File: src/rtl/combo_lock_param.sv
// N-digit combination lock: debounced entry, whole-sequence check, fail-count lockout,
// timed auto-relock and partial-entry timeout, all on one clock with enables.
module combo_lock_param #(
  parameter int unsigned                      DIGIT_W         = 4,
  parameter int unsigned                      NUM_DIGITS      = 4,
  parameter logic [DIGIT_W*NUM_DIGITS-1:0]    COMBO           = 16'h8421,
  parameter int unsigned                      MAX_FAILS       = 3,
  parameter int unsigned                      LOCKOUT_CYCLES  = 250000000,
  parameter int unsigned                      OPEN_CYCLES     = 500000000,
  parameter int unsigned                      ENTRY_TIMEOUT   = 500000000,
  parameter int unsigned                      DEBOUNCE_CYCLES = 500000
) (
  input  logic                                CLOCK_50,
  input  logic                                RESET_N,
  input  logic [DIGIT_W-1:0]                  DIGIT,
  input  logic                                ENTER_N,
  input  logic                                LOCK_REQ,
  output logic                                OPEN,
  output logic                                LOCKED_OUT,
  output logic [$clog2(NUM_DIGITS+1)-1:0]     DIGITS_ENTERED,
  output logic [$clog2(MAX_FAILS+1)-1:0]      FAIL_COUNT,
  output logic                                ENTER_ACK
);

  localparam int unsigned IdxW  = $clog2(NUM_DIGITS + 1);
  localparam int unsigned FailW = $clog2(MAX_FAILS + 1);
  localparam int unsigned DbW   = (DEBOUNCE_CYCLES > 1) ? $clog2(DEBOUNCE_CYCLES) : 1;
  localparam int unsigned LockW = (LOCKOUT_CYCLES > 1) ? $clog2(LOCKOUT_CYCLES) : 1;
  localparam int unsigned OpenW = (OPEN_CYCLES > 1) ? $clog2(OPEN_CYCLES) : 1;
  localparam int unsigned ToW   = (ENTRY_TIMEOUT > 1) ? $clog2(ENTRY_TIMEOUT) : 1;

  localparam logic [DbW-1:0]   DbMax   = DbW'((DEBOUNCE_CYCLES > 0) ? DEBOUNCE_CYCLES - 1 : 32'd0);
  localparam logic [LockW-1:0] LockMax = LockW'((LOCKOUT_CYCLES > 0) ? LOCKOUT_CYCLES - 1 : 32'd0);
  localparam logic [OpenW-1:0] OpenMax = OpenW'((OPEN_CYCLES > 0) ? OPEN_CYCLES - 1 : 32'd0);
  localparam logic [ToW-1:0]   ToMax   = ToW'((ENTRY_TIMEOUT > 0) ? ENTRY_TIMEOUT - 1 : 32'd0);
  localparam logic [IdxW-1:0]  LastIdx = IdxW'(NUM_DIGITS - 1);
  localparam logic [FailW-1:0] FailMax = FailW'(MAX_FAILS);

  typedef enum logic [1:0] {StEntry, StCheck, StOpen, StLockout} state_e;

  logic [1:0]         r_rst_sync;
  logic               w_rst_n;
  logic [1:0]         r_enter_s;
  logic [DIGIT_W-1:0] r_digit_s1, r_digit_s2;
  logic               r_db_last, r_stable, r_stable_dly;
  logic [DbW-1:0]     r_db_cnt;
  logic               w_press;
  logic [DIGIT_W-1:0] w_exp_digit;

  state_e             r_state;
  logic [IdxW-1:0]    r_idx;
  logic               r_mismatch;
  logic [FailW-1:0]   r_fails;
  logic               r_open, r_locked, r_ack;
  logic [OpenW-1:0]   r_open_cnt;
  logic [LockW-1:0]   r_lock_cnt;
  logic [ToW-1:0]     r_to_cnt;

  always_ff @(posedge CLOCK_50 or negedge RESET_N) begin
    if (!RESET_N) r_rst_sync <= 2'b00;
    else          r_rst_sync <= {r_rst_sync[0], 1'b1};
  end
  assign w_rst_n = r_rst_sync[1];

  // Stable level only follows the synced button after DEBOUNCE_CYCLES unchanged cycles.
  always_ff @(posedge CLOCK_50 or negedge w_rst_n) begin
    if (!w_rst_n) begin
      r_enter_s    <= 2'b11;
      r_digit_s1   <= '0;
      r_digit_s2   <= '0;
      r_db_last    <= 1'b1;
      r_db_cnt     <= '0;
      r_stable     <= 1'b1;
      r_stable_dly <= 1'b1;
    end else begin
      r_enter_s    <= {r_enter_s[0], ENTER_N};
      r_digit_s1   <= DIGIT;
      r_digit_s2   <= r_digit_s1;
      r_stable_dly <= r_stable;
      if (r_enter_s[1] != r_db_last) begin
        r_db_last <= r_enter_s[1];
        r_db_cnt  <= '0;
      end else if (r_db_cnt == DbMax) begin
        r_stable <= r_db_last;
      end else begin
        r_db_cnt <= r_db_cnt + DbW'(1);
      end
    end
  end

  assign w_press = r_stable_dly & ~r_stable;

  always_comb begin
    w_exp_digit = '0;
    for (int i = 0; i < NUM_DIGITS; i++) begin
      if (r_idx == IdxW'(i)) w_exp_digit = COMBO[(NUM_DIGITS-1-i)*DIGIT_W +: DIGIT_W];
    end
  end

  always_ff @(posedge CLOCK_50 or negedge w_rst_n) begin
    if (!w_rst_n) begin
      r_state    <= StEntry;
      r_idx      <= '0;
      r_mismatch <= 1'b0;
      r_fails    <= '0;
      r_open     <= 1'b0;
      r_locked   <= 1'b0;
      r_ack      <= 1'b0;
      r_open_cnt <= '0;
      r_lock_cnt <= '0;
      r_to_cnt   <= '0;
    end else begin
      r_ack <= 1'b0;
      case (r_state)
        StEntry: begin
          // A press beats a simultaneous timeout; wrong digits never end the attempt early.
          if (w_press) begin
            r_ack    <= 1'b1;
            r_idx    <= r_idx + IdxW'(1);
            r_to_cnt <= '0;
            if (r_digit_s2 != w_exp_digit) r_mismatch <= 1'b1;
            if (r_idx == LastIdx) r_state <= StCheck;
          end else if ((ENTRY_TIMEOUT != 0) && (r_idx != '0)) begin
            if (r_to_cnt == ToMax) begin
              r_idx      <= '0;
              r_mismatch <= 1'b0;
              r_to_cnt   <= '0;
            end else begin
              r_to_cnt <= r_to_cnt + ToW'(1);
            end
          end else begin
            r_to_cnt <= '0;
          end
        end
        StCheck: begin
          r_idx      <= '0;
          r_mismatch <= 1'b0;
          r_to_cnt   <= '0;
          if (!r_mismatch) begin
            r_state    <= StOpen;
            r_open     <= 1'b1;
            r_fails    <= '0;
            r_open_cnt <= '0;
          end else begin
            if (r_fails != FailMax) r_fails <= r_fails + FailW'(1);
            if (r_fails >= FailMax - FailW'(1)) begin
              r_state    <= StLockout;
              r_locked   <= 1'b1;
              r_lock_cnt <= '0;
            end else begin
              r_state <= StEntry;
            end
          end
        end
        StOpen: begin
          if (LOCK_REQ || ((OPEN_CYCLES != 0) && (r_open_cnt == OpenMax))) begin
            r_state <= StEntry;
            r_open  <= 1'b0;
          end else if (OPEN_CYCLES != 0) begin
            r_open_cnt <= r_open_cnt + OpenW'(1);
          end
        end
        StLockout: begin
          if (r_lock_cnt == LockMax) begin
            r_state  <= StEntry;
            r_locked <= 1'b0;
            r_fails  <= '0;
          end else begin
            r_lock_cnt <= r_lock_cnt + LockW'(1);
          end
        end
        default: begin
          r_state    <= StEntry;
          r_idx      <= '0;
          r_mismatch <= 1'b0;
          r_open     <= 1'b0;
          r_locked   <= 1'b0;
        end
      endcase
    end
  end

  assign OPEN           = r_open;
  assign LOCKED_OUT     = r_locked;
  assign DIGITS_ENTERED = r_idx;
  assign FAIL_COUNT     = r_fails;
  assign ENTER_ACK      = r_ack;

endmodule

File: config.mk
export PLATFORM = sky130hd
export DESIGN_NAME = combo_lock_param
export DESIGN_NICKNAME = d
export VERILOG_FILES = /design/src/rtl/combo_lock_param.sv
export SDC_FILE = /design/constraint.sdc
export NUM_CORES = 1
export LEC_CHECK = 0
export CORE_MARGIN = 2
export CORE_UTILIZATION = 55
export CTS_CLUSTER_SIZE = 40
export DETAILED_ROUTE_END_ITERATION = 10
export PLACE_DENSITY = 0.8
export SLEW_MARGIN = 10
export SYNTH_ARGS = -nofsm -noshare
export SYNTH_HDL_FRONTEND = slang
export SYNTH_SLANG_ARGS = --single-unit
File: constraint.sdc
create_clock -name CLOCK_50 -period 3.8 [get_ports CLOCK_50]
set_input_delay 0.76 -clock CLOCK_50 [delete_from_list [all_inputs] [get_ports CLOCK_50]]
set_output_delay 0.76 -clock CLOCK_50 [all_outputs]
set_load 0.02 [all_outputs]
Yosys cells after proc, flatten, opt, wreduce, memory -nomap -nowiden

Cells that the tools add are included.

Flip-flop bits (word level): 131
Latch bits: 0
RAM bits: 0
Memory bits (read-only): 0
Bits of input ports: 8
Output and inout port bits: 8
Logic and storage cells: 116
Memories: 0

Add/sub/neg operators: 6
Multiply operators: 0
Divide/modulo/power cells: 0
Magnitude comparators: 1
Eq/ne operators: 27
Shift operators: 0
Muxes and demuxes: 45
Bitwise logic cells: 3
Reductions and logical operators: 16

Operator list:

| kind                                                | number |
|---|---|
| 2-to-1 mux 29 bit                                   | 5 |
| case mux 29 bit (2 select lines)                    | 2 |
| 2-to-1 mux 28 bit                                   | 3 |
| adder 29 x 1 -> 29 bit, second input constant       | 2 |
| equality test 29 bit, second input constant         | 2 |
| case mux 28 bit (2 select lines)                    | 1 |
| 2-to-1 mux 19 bit                                   | 2 |
| adder 28 x 1 -> 28 bit, second input constant       | 1 |
| equality test 28 bit, second input constant         | 1 |
| inequality test 2 bit, second input constant        | 11 |
| adder 19 x 1 -> 19 bit, second input constant       | 1 |
| equality test 19 bit, second input constant         | 1 |
| 2-to-1 mux 2 bit                                    | 8 |
| 2-to-1 mux 4 bit                                    | 4 |
| AND reduction 4 bit                                 | 4 |
| inequality test 3 bit, second input constant        | 4 |
| AND reduction 3 bit                                 | 4 |
| 2-to-1 mux 1 bit                                    | 11 |
| 2-to-1 mux 3 bit                                    | 3 |
| case mux 2 bit (4 select lines)                     | 1 |
| equality test 3 x 2 -> 1 bit, second input constant | 2 |
| case mux 1 bit (2 select lines)                     | 3 |
| case mux 3 bit (2 select lines)                     | 1 |
| nonzero test 2 bit                                  | 3 |
| other kinds (16)                                    | 18 |

Logic depth before layout (Yosys ltp)

Depth after elaboration: 9
Gate-level depth with buffers: 8
Mapped depth without buffers: 7

Worst setup path before layout

Ideal clock, no wire load.

Path kind: input-to-reg
From: input port LOCK_REQ
To: register r_open_cnt[27]
Data arrival time: 2.233 ns
Data required time: 3.722 ns
Setup slack: 1.489 ns
Cell stages on the path: 5
Cells stage by stage: or3b_1 -> nor4_4 -> nand4_1 -> or4_1 -> a21oi_1

Cells in the longest elaborated chain, start to end: 3

RTL lines:

| item                                   | line | RTL |
|---|---|---|
| start, declared                        | 17   | `input logic LOCK_REQ,` |
| logical OR 1 bit                       | 156  | `if (LOCK_REQ \|\| ((OPEN_CYCLES != 0) && (r_open_cnt == OpenMax))) begin` |
| inequality test 2 bit (no source line) | --   |  |
| AND reduction 3 bit (no source line)   | --   |  |
| end signal, assigned                   | 160  | `r_open_cnt <= r_open_cnt + OpenW'(1);` |
| end, declared                          | 55   | `logic [OpenW-1:0] r_open_cnt;` |

No other way between the ends.
A chain may end at the register's enable or synchronous reset.

Worst setup path after layout

From: register r_state[1]
To: register r_open_cnt[27]

Cells in the longest elaborated chain, start to end: 3

RTL lines:

| item                                                                                | line | RTL |
|---|---|---|
| start, declared                                                                     | 50   | `state_e r_state;` |
| start signal, assigned                                                              | 102  | `r_state <= StEntry;` |
| start signal, assigned                                                              | 122  | `if (r_idx == LastIdx) r_state <= StCheck;` |
| start signal, assigned                                                              | 140  | `r_state <= StOpen;` |
| equality test 2 bit / equality test 2 x 1 -> 1 bit (equally long branches)          | 114  | `case (r_state)` |
| inequality test 2 bit (no source line) / nonzero test 2 bit (equally long branches) | --   |  |
| AND reduction 3 bit (no source line)                                                | --   |  |

Several ways; a longest one is shown, not always the timed one.

==> run_results.csv <==
group,metric,value,unit
power_and_ir_drop,vdd_drop_max,0.318,mV
sta,timing.final.max_slew_violations,0,
outcome,outcome,"finished, final reports clean",
power_and_ir_drop,power.share.clock,53.0,%
global_route,use_met2,40.0,%
sta,rsz0062_at_grt,"false",
logic_synthesis,synth_edf_count,0,
cells_and_area,fin_area,7770,µm²
global_route,met3_usage,4.76,%
detailed_routing,drt-total-wl,14900,µm
setup_path,reg2reg_depth,5,
sta,period_needed,2.61,ns
setup_path,startpoint,"r_state[1]",
detailed_routing,drt_iter0_drc,506,
setup_path,critPathTopFamily,"simple AND/OR/NAND/NOR gates",
logic_synthesis,ys_seq_area_share,47.9,%
setup_path,r2r_start,"r_state[1]",
power_and_ir_drop,switching_power,670,µW
logic_synthesis,synthCells,723,
detailed_routing,vias,5699,
logic_synthesis,syn-cell-area,6860,µm²
global_route,grtUsageMet1,31.6,%
sta,whs,0.346,ns
cells_and_area,layout_common_cells,"dfrtp_1 (125), nand2_1 (72), nor2_1 (61)",
floorplanning,initial_utilization,56.6,%
setup_path,critPathRequiredTime,4.15,ns
setup_path,worstSetupStartpointType,"register",
setup_path,path_cells,"or3b_1, nor4_4, nand4_1, or4_1, a21oi_1",
logic_synthesis,synth_largest_area_cell,"dfrtp_1",
floorplanning,io_pins,16,
power_and_ir_drop,sw_frac_of_total,21.3,%
setup_path,setup.worst_path.end_class,"register",
floorplanning,row_count,40,
sta,max_slew_margin,40.0,%
cts,cts-root-buf,"clkbuf_16",
setup_path,cpPeakStageDelay,0.80,ns
sta,finClkSkew,0.00691,ns
logic_synthesis,ys_ff_latch,131,
sta,setup_viol,0,
global_route,grt_max_degree,69,
min_path,hp-class,"register to register",
power_and_ir_drop,p_int,2.47,mW
cts,cts_made_buffers,17,
global_route,grt_usage,24.2,%
detailed_routing,dr.pass1.iters,6,
logic_synthesis,synth-main-ff-cell,"dfrtp_1",
cts,clk_pin_slew_worst_paths,0.06,ns
detailed_routing,vias_per_cell,6.20,
sta,worstMarginPinSlew,0.900,ns
global_route,overflow,0,
setup_path,cp_slowest_cell,"dfrtp_1",
place,dpl_cell_area,7170,µm²
place,place_ws,0.846,ns
cells_and_area,post_route_cells_drive_above_1_share,8.79,%
place,gp_congestion,0.872,
sta,fin_crit_sh,68.7,%
setup_path,cp_num_buf_inv,0,
sta,fin_ws,1.19,ns
cells_and_area,final_common_cell,"dfrtp_1",
setup_path,worstPathMaxFanout,21,
cts,clock_latency,0.42,ns
cts,ctsResizeCount,0,
job,drv_cap,0,
detailed_routing,drc_errors,0,
logic_synthesis,yosysUniqueCellTypes,65,
setup_path,path_depth,5,
power_and_ir_drop,seqPwrFrac,45.6,%
logic_synthesis,synth_top_cell_area_share,46.0,%
global_route,top_usage_layer,"met2",
power_and_ir_drop,powerDensity,404,nW/µm²
floorplanning,design.core.area,12100,µm²
logic_synthesis,synthArstFlopShare,100,%
floorplanning,fp.dieW,116,µm
global_route,grt_pass1_wl,26000,µm
cts,hold_buffers,0,
power_and_ir_drop,p_leak,3.25,nW
cts,clockBufferDepth,2,
power_and_ir_drop,pwr-share-comb,1.4,%
setup_path,critPathKind,"register to register",
logic_synthesis,synth_fp_nets,742,
floorplanning,dieArea,13400,µm²
cts,cts_sinks,131,
sta,hold_viol,0,
sta,setup_tns,0,ns
setup_path,cp.arrival,2.95,ns
cts,cts_tree,"yes",
logic_synthesis,avgSynthCellArea,9.48,µm²
place,portBuffers,15,
floorplanning,die_h,116,µm
global_route,antenna_found_initial,0,
detailed_routing,ant_nets,0,
cells_and_area,diodes,0,
detailed_routing,post_drt_wl_per_cell,16.2,µm
cts,h-tree-depth,4,
cts,cts_setup_buffers,0,
sta,fmax,383,MHz
cells_and_area,layout.nets,757,
cells_and_area,syn2layout_area_growth,13.4,%
place,hpwlAfterDp,9750,µm
min_path,hold_start,"r_digit_s1[1]",
min_path,hold_path_depth,0,
logic_synthesis,ys_warn_count,0,
logic_synthesis,synth_area_leaders,"dfrtp_1 (46%), nand2_1 (3.9%), nand4_1 (3.8%)",
global_route,grt_pass1_vias,5575,
## final timing paths
path | endpoint | slack (ns)
setup / recovery | r_open_cnt[27] | 1.19
hold / removal | r_digit_s2[1] | 0.35
setup reg to reg | r_open_cnt[27] | 1.19
hold reg to reg | r_digit_s2[1] | 0.35
max in group asynchronous | r_stable | 2.37
min in group asynchronous | LOCKED_OUT | 0.44
## layout make-up
class                           instances  area, µm²
Timing Repair Buffer                   23        210
Sequential cell                       131       3290
Clock buffer                           19        443
Fill cell                             964       4340
Clock inverter                         13        159
Inverter                               20       75.1
Multi-Input combinational cell        545       3390
Tap cell                              168        210
## stage by stage
| step | cells | util [%] | total power, mW |
|---|---|---|---|
| CTS | 919 | 64.2 | 3.16 |
| floorplan | 723 | - | 1.48 |
| global placement | 887 | 59.2 | 1.50 |
| detailed placement | 887 | 59.2 | 1.50 |
| finish | 919 | 64.2 | 3.14 |
| global route | 919 | 64.2 | 3.24 |
## cell families (layout without fill, tap and decap cells)
logic type               count (synthesis)  count (layout)  share of synthesized area [%]
adder cells (fa/ha/maj)                 11              11                           2.01
AND/OR/NAND/NOR                        334             334                           26.8
AO/OA/AOI/OAI                          158             158                           15.0
other                                    1               1                         0.0547
flip-flops                             131             131                           47.9
buffers and inverters                   47              75                           2.76
XOR/XNOR                                31              31                           3.96
multiplexers                            10              10                           1.46
## power groups by stage
stage | clock network [mW] | registers (mW) | logic [mW]
final | 1.67 | 1.43 | 0.0445
after global routing | 1.75 | 1.44 | 0.0508
after CTS | 1.69 | 1.43 | 0.0456
after detailed placement | 0 | 1.46 | 0.0455
after global placement | 0 | 1.46 | 0.0433
after floorplan | 0 | 1.46 | 0.0181
## Yosys cell counts (all sizes together) (4+ instances only)
cell type    n
nor3        21
a31o         7
or3         24
nand3       34
xor2        22
buf          7
or4b         4
ha          11
nand2b       6
mux2i       10
a21o        14
dfrtp      126
nand4       42
inv         20
nor2        61
nand2       72
a31oi       24
a41oi        5
or4          6
and3        16
clkbuf      20
o21a         5
dfstp        5
nor4b        5
xnor2        9
and2        12
o21ai       30
nor4        13
a21oi       43
nor2b        4
and4         6
o31ai        7
## state kept, by name, indices dropped and copies added, names as in the netlist
register	flops
LOCKED_OUT	1
r_digit_s2	4
r_stable_dly	1
r_rst_sync	2
r_db_cnt	19
r_enter_s	2
r_open_cnt	29
r_stable	1
r_lock_cnt	28
ENTER_ACK	1
r_to_cnt	29
r_mismatch	1
r_db_last	1
r_state	2
r_digit_s1	4
DIGITS_ENTERED	3
FAIL_COUNT	2
OPEN	1
## layer usage
layer  part of all wire (%)  vias up
met5                      0        -
met4                    1.5        0
met3                    4.4       23
met2                     50      158
met1                     44     2804
li1                       -     2714
Power figures use the tool's default switching activity.
